==> src/rtl/store_align_unit.sv <==
// store_align_unit: store-side data-memory interface.
// It takes a store (SB/SH/SW, byte address, LSB-justified rs2 data) from execute.
// It aligns the data and byte enables onto the 32-bit bus.
// It then runs a req/gnt write handshake with data memory.
// Build option SA_MISALIGN_SPLIT_EN:
//   - When defined, word-crossing stores are split into two bus beats.
//   - When undefined, misaligned SH/SW stores are rejected with st_err.
module store_align_unit #(
    parameter int REG_LEN = 32
) (
    input  logic               clk,
    input  logic               rst_n,
    input  logic               st_valid,
    output logic               st_ready,
    input  logic [2:0]         st_type,
    input  logic [REG_LEN-1:0] st_addr,
    input  logic [REG_LEN-1:0] st_data,
    output logic               mem_req,
    input  logic               mem_gnt,
    output logic [REG_LEN-1:0] mem_addr,
    output logic [REG_LEN-1:0] mem_wdata,
    output logic [3:0]         mem_be,
    output logic               st_done,
    output logic               st_err
);

    typedef enum logic [1:0] {
        IDLE  = 2'd0,
        BEAT0 = 2'd1,
        BEAT1 = 2'd2,
        RESP  = 2'd3
    } state_t;

    // Byte-lane footprint of a store type; zero marks an illegal type code.
    function automatic logic [3:0] size_mask(input logic [2:0] t);
        logic [3:0] m;
        case (t)
            3'b000:  m = 4'b0001;
            3'b001:  m = 4'b0011;
            3'b010:  m = 4'b1111;
            default: m = 4'b0000;
        endcase
        return m;
    endfunction

    // Expand a 4-bit lane mask to a 32-bit data mask.
    function automatic logic [31:0] lane_mask(input logic [3:0] m);
        return {{8{m[3]}}, {8{m[2]}}, {8{m[1]}}, {8{m[0]}}};
    endfunction

    state_t        state_q;
    logic          mem_req_q;
    logic [31:0]   mem_addr_q;
    logic [31:0]   mem_wdata_q;
    logic [3:0]    mem_be_q;
    logic          st_done_q;
    logic          st_err_q;
`ifdef SA_MISALIGN_SPLIT_EN
    logic          split_q;
    logic [3:0]    be1_q;
    logic [31:0]   wd1_q;
`endif

    logic [1:0]    k_s;
    logic [3:0]    m_s;
    logic [7:0]    be64_s;
    logic [63:0]   wd64_s;
    logic          split_s;
    logic          err_s;

    // Decode the incoming store.
    // Enables and data are shifted across a two-word window: the low word is beat 0, the high word is beat 1.
    always_comb begin
        k_s     = st_addr[1:0];
        m_s     = size_mask(st_type);
        be64_s  = {4'b0000, m_s} << k_s;
        wd64_s  = {32'h0000_0000, st_data & lane_mask(m_s)} << {k_s, 3'b000};
        split_s = |be64_s[7:4];
`ifdef SA_MISALIGN_SPLIT_EN
        err_s   = (m_s == 4'b0000);
`else
        err_s   = (m_s == 4'b0000)
                  || ((st_type == 3'b001) && st_addr[0])
                  || ((st_type == 3'b010) && (k_s != 2'b00));
`endif
    end

`ifndef SA_MISALIGN_SPLIT_EN
    // Second-beat fields are only consumed when splitting is built in.
    logic unused_s;
    assign unused_s = ^{split_s, be64_s[7:4], wd64_s[63:32]};
`endif

    // Store FSM with registered bus and response outputs.
    // The bus fields change only on a state transition, so they stay stable while a beat waits for gnt.
    always_ff @(posedge clk or negedge rst_n) begin
        if (!rst_n) begin
            state_q     <= IDLE;
            mem_req_q   <= 1'b0;
            mem_addr_q  <= 32'h0000_0000;
            mem_wdata_q <= 32'h0000_0000;
            mem_be_q    <= 4'b0000;
            st_done_q   <= 1'b0;
            st_err_q    <= 1'b0;
`ifdef SA_MISALIGN_SPLIT_EN
            split_q     <= 1'b0;
            be1_q       <= 4'b0000;
            wd1_q       <= 32'h0000_0000;
`endif
        end else begin
            st_done_q <= 1'b0;
            st_err_q  <= 1'b0;
            case (state_q)
                IDLE: begin
                    if (st_valid) begin
`ifdef SA_MISALIGN_SPLIT_EN
                        split_q <= split_s;
                        be1_q   <= be64_s[7:4];
                        wd1_q   <= wd64_s[63:32];
`endif
                        if (err_s) begin
                            state_q  <= RESP;
                            st_err_q <= 1'b1;
                        end else begin
                            state_q     <= BEAT0;
                            mem_req_q   <= 1'b1;
                            mem_addr_q  <= {st_addr[31:2], 2'b00};
                            mem_wdata_q <= wd64_s[31:0];
                            mem_be_q    <= be64_s[3:0];
                        end
                    end
                end
                BEAT0: begin
                    if (mem_gnt) begin
`ifdef SA_MISALIGN_SPLIT_EN
                        if (split_q) begin
                            state_q     <= BEAT1;
                            mem_addr_q  <= mem_addr_q + 32'd4;
                            mem_wdata_q <= wd1_q;
                            mem_be_q    <= be1_q;
                        end else begin
                            state_q     <= RESP;
                            mem_req_q   <= 1'b0;
                            mem_addr_q  <= 32'h0000_0000;
                            mem_wdata_q <= 32'h0000_0000;
                            mem_be_q    <= 4'b0000;
                            st_done_q   <= 1'b1;
                        end
`else
                        state_q     <= RESP;
                        mem_req_q   <= 1'b0;
                        mem_addr_q  <= 32'h0000_0000;
                        mem_wdata_q <= 32'h0000_0000;
                        mem_be_q    <= 4'b0000;
                        st_done_q   <= 1'b1;
`endif
                    end
                end
                BEAT1: begin
                    if (mem_gnt) begin
                        state_q     <= RESP;
                        mem_req_q   <= 1'b0;
                        mem_addr_q  <= 32'h0000_0000;
                        mem_wdata_q <= 32'h0000_0000;
                        mem_be_q    <= 4'b0000;
                        st_done_q   <= 1'b1;
                    end
                end
                RESP: begin
                    state_q <= IDLE;
                end
                default: begin
                    state_q     <= IDLE;
                    mem_req_q   <= 1'b0;
                    mem_addr_q  <= 32'h0000_0000;
                    mem_wdata_q <= 32'h0000_0000;
                    mem_be_q    <= 4'b0000;
                end
            endcase
        end
    end

    assign st_ready  = (state_q == IDLE);
    assign mem_req   = mem_req_q;
    assign mem_addr  = mem_addr_q;
    assign mem_wdata = mem_wdata_q;
    assign mem_be    = mem_be_q;
    assign st_done   = st_done_q;
    assign st_err    = st_err_q;

endmodule
==> config.mk <==
export PLATFORM = sky130hd
export DESIGN_NAME = store_align_unit
export DESIGN_NICKNAME = d
export VERILOG_FILES = /design/src/rtl/store_align_unit.sv
export SDC_FILE = /design/constraint.sdc
export NUM_CORES = 1
export LEC_CHECK = 0
export BUFFER_PORTS_ARGS = -buffer_cell sky130_fd_sc_hd__clkbuf_2
export CORE_ASPECT_RATIO = 1.75
export CORE_UTILIZATION = 52
export CTS_CLUSTER_DIAMETER = 80
export DETAILED_ROUTE_END_ITERATION = 8
export PLACE_DENSITY = 0.86
export SLEW_MARGIN = 40
export SYNTH_ARGS = -nofsm -noshare
export SYNTH_HDL_FRONTEND = slang
export SYNTH_SLANG_ARGS = --single-unit
export TNS_END_PERCENT = 30
==> constraint.sdc <==
create_clock -name clk -period 4.4 [get_ports clk]
set_input_delay 0.66 -clock clk [delete_from_list [all_inputs] [get_ports clk]]
set_output_delay 0.66 -clock clk [all_outputs]
set_load 0.01 [all_outputs]
==> results.yml, run 1 <==
run_status:
  outcome: "finished, final reports clean"
setup_path:
  required_ns: 4.61
  crit_arrival_ns: 3.04
  r2r_cells: 7
  start_kind: "input port"
  crit_type: "in2reg"
  crit_path_max_fanout: 34
  timing.rr.start: "state_q[0]$_DFFE_PN0P_"
  end_kind: "flop"
  crit_start: "st_addr[0]"
  rrSetupSlack_ns: 1.59
cts:
  worstSkewPairLatency_ns: 0.33
  cts_resized: 0
  post-cts-setup-buffers: 0
  cts_tree: "built"
  clk_pin_slew_ns: 0.06
  htree_levels: 3
  clock_sinks: 71
  cts-root-buf: "clkbuf_16"
  clockBufferDepth: 2
  cts_buffers: 9
  cts-hold-fix-buffers: 0
placed_design:
  io_buffers: 140
  dpl.hpwl_um: 6160
  gp_congestion: 0.923
final_layout:
  fillers: 492
  drive_above_1_share: 0.385
  num-nets-final: 492
  final_common_cell: "clkbuf_2"
  n_antenna_cell: 0
  final_cell_mix: "139 x clkbuf_2, 71 x dfrtp_1, 48 x mux2_1"
  syn2layout_area_growth_pct: 28.2
timing:
  relSlewSlack: 0.485
  hold_viol: 0
  fin_crit_sh: 0.644
  timing.final.crit_period_ns: 2.83
  tns_ns: 0
  clock_skew_ns: 0.00781
  rsz0062_at_grt: "no"
  slew_viol_final: 0
  max_freq_mhz: 353
  tightest_slew_ns: 0.770
  setup_violations: 0
  hold_ws_ns: 0.309
grt:
  grt_overflow: 0
  grt_pass1_wl_um: 13100
  grt_use_total: 0.255
  antenna_found_initial: 0
  grt_max_degree: 72
  grt_pass1_vias: 2689
synthesis:
  ys_ff_latch: 71
  synth_warnings: 0
  avgSynthCellArea_um2: 12.1
  ys_seq_area_frac: 0.514
  synth_cells: 285
  ys_types: 41
  syn_area_um2: 3450
die:
  die_h_um: 110
  initial_utilization: 0.532
  core_um2: 6490
  rows: 39
  die_x_um: 63.6
  dieArea_um2: 6980
  io_pins: 143
pwr:
  power.density_nw_per_um2: 648
  ir_drop_uv: 465
  leakage_nw: 2.34
route:
  detail-route-antenna-nets: 0
  vias_per_cell: 5.58
  firstDrtPassIters: 8
  vias: 2806
  wl_um: 8430
  drtIter0Drc: 316
  route.detailed.drc: 0
  detail_route.wl_per_cell_um: 16.8
flow_run:
  timing.max_cap.violations: 0
hold_path:
  min_path_type: "in2async"
-- cell type report --
type                    count  area [µm²]  area share
flip-flops and latches     71        1780       0.401
multi-input cells         188        1540       0.347
repair buffers            142         722       0.163
clock buffers              13         260      0.0588
well taps                  82         103      0.0232
inverters                   6        22.5     0.00509
clock inverters             1        5.00     0.00113
-- metrics by stage --
stage                     power, mW  instances  utilization  worst slack, ns  area, µm²
after floorplan                1.91        286            -             2.14       3460
after global placement         2.19        489        0.639             1.31       4150
after detailed placement       2.25        489        0.641             1.18       4160
after CTS                      2.92        503        0.682             1.50       4430
after global routing           3.08        503        0.682             1.31       4430
final                          2.87        503        0.682             1.57       4430
-- critical path, cell delays in order --
cell	delay, ns
clkbuf_2	0.40
or3_1	0.53
a211oi_2	0.28
o21ba_2	0.45
buf_4	0.35
mux2_1	0.36
-- layer usage --
layer,routed length (µm),track usage,vias up
li1,-,-,1287
met1,3020,0.279,1320
met2,4440,0.445,173
met3,661,0.0685,26
met4,308,0.135,0
met5,0,0,-
-- flip-flops by register name, summed over array words and instances, names as in the netlist --
| register | flops |
|---|---|
| st_done | 1 |
| mem_addr | 30 |
| state_q | 2 |
| st_err | 1 |
| mem_wdata | 32 |
| mem_req | 1 |
| mem_be | 4 |
-- cell usage after synthesis, drive strengths merged --
cell	instances	area share
conb	1	0.0011
a21oi	1	0.0014
nor2	15	0.016
a222oi	8	0.023
o21bai	1	0.0022
o21ai	4	0.0058
o22ai	9	0.016
a22o	8	0.020
a211oi	3	0.0080
o21a	1	0.0022
nor4b	1	0.0043
o311a	1	0.0029
nand3b	1	0.0022
clkbuf	7	0.0076
dfrtp	71	0.51
inv	6	0.0065
o2bb2ai	8	0.020
a21o	3	0.0065
buf	14	0.031
nand4	1	0.0018
a22oi	8	0.017
mux2	48	0.16
nor2b	38	0.069
xnor2	1	0.0025
or2	1	0.0018
nand2b	1	0.0018
mux2i	9	0.026
ha	3	0.011
o21ba	1	0.0029
nand2	5	0.0054
nor3	2	0.0043
and2	1	0.0018
and3	1	0.0018
nor4	1	0.0018
or3	1	0.0018
-- report_power, final --
group / internal, mW / total [mW] / switching (mW)
sequential: 0.864 / 0.975 / 0.111
combinational: 0.545 / 1.24 / 0.697
clock: 0.405 / 0.653 / 0.248
-- cell families (layout without fill, tap and decap cells) --
kind of cell	after synthesis	after routing	synth area share
compound gates	56	56	0.129
xor+xnor	1	1	0.00254
fa+ha+maj	3	3	0.0109
buf+inv	27	162	0.0449
flops	71	71	0.514
mux	57	57	0.183
other cells	1	2	0.00109
simple gates	69	69	0.114
-- final timing paths --
path                                            end
max                         mem_addr[2]$_DFFE_PN0P_
min                        mem_wdata[2]$_DFFE_PN0P_
max reg2reg                 mem_addr[2]$_DFFE_PN0P_
min reg2reg                   mem_be[0]$_DFFE_PN0P_
max in group asynchronous  mem_addr[14]$_DFFE_PN0P_
min in group clk              mem_be[0]$_DFFE_PN0P_
Note: power is estimated with default switching activity, not from simulation.
==> inputs of run 2 (changes only) <==
--- a/config.mk
+++ b/config.mk
@@ -7,10 +7,10 @@
 export LEC_CHECK = 0
 export BUFFER_PORTS_ARGS = -buffer_cell sky130_fd_sc_hd__clkbuf_2
 export CORE_ASPECT_RATIO = 1.75
-export CORE_UTILIZATION = 52
+export CORE_UTILIZATION = 48
 export CTS_CLUSTER_DIAMETER = 80
 export DETAILED_ROUTE_END_ITERATION = 8
-export PLACE_DENSITY = 0.86
+export PLACE_DENSITY = 0.8
 export SLEW_MARGIN = 40
 export SYNTH_ARGS = -nofsm -noshare
 export SYNTH_HDL_FRONTEND = slang
==> constraint.sdc (replaced) <==
create_clock -name clk -period 2.76 [get_ports clk]
set_input_delay 0.414 -clock clk [delete_from_list [all_inputs] [get_ports clk]]
set_output_delay 0.414 -clock clk [all_outputs]
set_load 0.01 [all_outputs]
==> results.yml, run 2 (synthesized netlist as in run 1, its figures left out) <==
route:
  vias: 2809
  route.detailed.drc: 0
  detail-route-antenna-nets: 0
  drtIter0Drc: 262
  vias_per_cell: 5.51
  wl_um: 8300
  detail_route.wl_per_cell_um: 16.3
  firstDrtPassIters: 5
final_layout:
  layoutNonFillerInstCount: 510
  final_cell_mix: "139 x clkbuf_2, 71 x dfrtp_1, 48 x mux2_1"
  seq_area_um2: 1780
  syn2layout_area_growth_pct: 30.3
  largest_register_ffs: 32
  fin_util: 0.651
  multi_input_comb_area_um2: 1530
  fillers: 556
  final_common_cell: "clkbuf_2"
  n_antenna_cell: 0
  num-nets-final: 497
  drive_above_1_share: 0.387
die:
  core_um2: 6910
  die_h_um: 114
  initial_utilization: 0.500
  io_pins: 143
  rows: 40
  dieArea_um2: 7550
  die_x_um: 66.1
setup_path:
  crit_path_max_fanout: 23
  crit_family: "compound AO/OA/AOI/OAI gates"
  cp_cell_sequence: "inv_1 > ha_1 > inv_1 > o22ai_1 > o21ba_2 > buf_12 > mux2_1"
  path_buf_inv: 3
  start_kind: "flop"
  required_ns: 2.97
  crit_type: "reg2reg"
  crit_slowest_cell: "ha_1"
  cp_common_cell: "inv_1"
  crit_arrival_ns: 2.58
  slowest_delay_ns: 0.49
  end_kind: "flop"
run_status:
  outcome: "finished, final reports clean"
pwr:
  ir_drop_uv: 718
  power.density_nw_per_um2: 1060
  leakage_nw: 2.38
placed_design:
  dp_cells: 496
  io_buffers: 140
  dpl.hpwl_um: 6360
  gp_congestion: 0.885
hold_path:
  min_path_type: "in2async"
cts:
  cts_tree: "built"
  cts_resized: 0
  cts-root-buf: "clkbuf_16"
  htree_levels: 3
  post-cts-setup-buffers: 0
  clock_sinks: 71
  clk_pin_slew_ns: 0.05
  cts_buffers: 9
  worstSkewPairLatency_ns: 0.33
  cts-hold-fix-buffers: 0
  clockBufferDepth: 2
timing:
  relSlewSlack: 0.563
  max_freq_mhz: 421
  setup_violations: 0
  tns_ns: 0
  tightest_slew_ns: 0.655
  timing.final.crit_period_ns: 2.38
  rsz0062_at_grt: "no"
  clock_skew_ns: 0.00519
  hold_viol: 0
  fin_crit_sh: 0.861
  hold_ws_ns: 0.0752
  slew_viol_final: 0
grt:
  grt_use_total: 0.235
  antenna_found_initial: 0
  grt_overflow: 0
  grt_pass1_vias: 2775
  grt_max_degree: 72
  grt_pass1_wl_um: 13000
flow_run:
  timing.max_cap.violations: 0
## run 2: changes by cell type in the layout (fill, tap and decap cells not counted), sizes merged
cell    change
buf         +5
clkbuf      +1
clkinv      -1
## run 2: area by class of cell
class,instances,share of cell area
sequential,71,0.395
multi-input combinational,188,0.339
timing repair buffer,147,0.174
clock buffer,14,0.0631
tap,84,0.0234
inverter,6,0.00501
## run 2: path summary, 6_finish.rpt
kind                                     startpoint                   endpoint  slack (ns)  depth (start not counted)
max                          state_q[1]$_DFFE_PN0P_    mem_addr[5]$_DFFE_PN0P_        0.38                          7
min                                           rst_n  mem_wdata[19]$_DFFE_PN0P_        0.08                          1
max reg2reg                  state_q[1]$_DFFE_PN0P_    mem_addr[5]$_DFFE_PN0P_        0.38                          7
min reg2reg                mem_addr[21]$_DFFE_PN0P_   mem_addr[21]$_DFFE_PN0P_        0.48                          1
max in group asynchronous                     rst_n    mem_addr[3]$_DFFE_PN0P_        2.21                          1
min in group clk                            mem_gnt          st_done$_DFF_PN0_        0.32                          2
## run 2: per-stage QoR
step	instance area, µm²	total power [mW]	setup WS (ns)
floorplan	3460	3.05	0.743
global placement	4210	3.63	0.481
detailed placement	4210	3.71	0.375
CTS	4500	4.82	0.367
global route	4500	5.08	0.196
finish	4500	4.75	0.383
## run 2: per-layer routing
metal  part of all wire  routed length [µm]  track usage
met3              0.060                 501       0.0588
met4              0.058                 478        0.165
met5                  0                   0            0
met2               0.53                4380        0.405
met1               0.35                2940        0.240
## run 2: report_power, final
group          leakage, nW  internal, mW  switching, mW  total [mW]
sequential           0.950          1.38          0.177        1.55
combinational         1.29         0.961           1.14        2.10
clock                0.141         0.696          0.396        1.09
total                 2.38          3.04           1.72        4.75
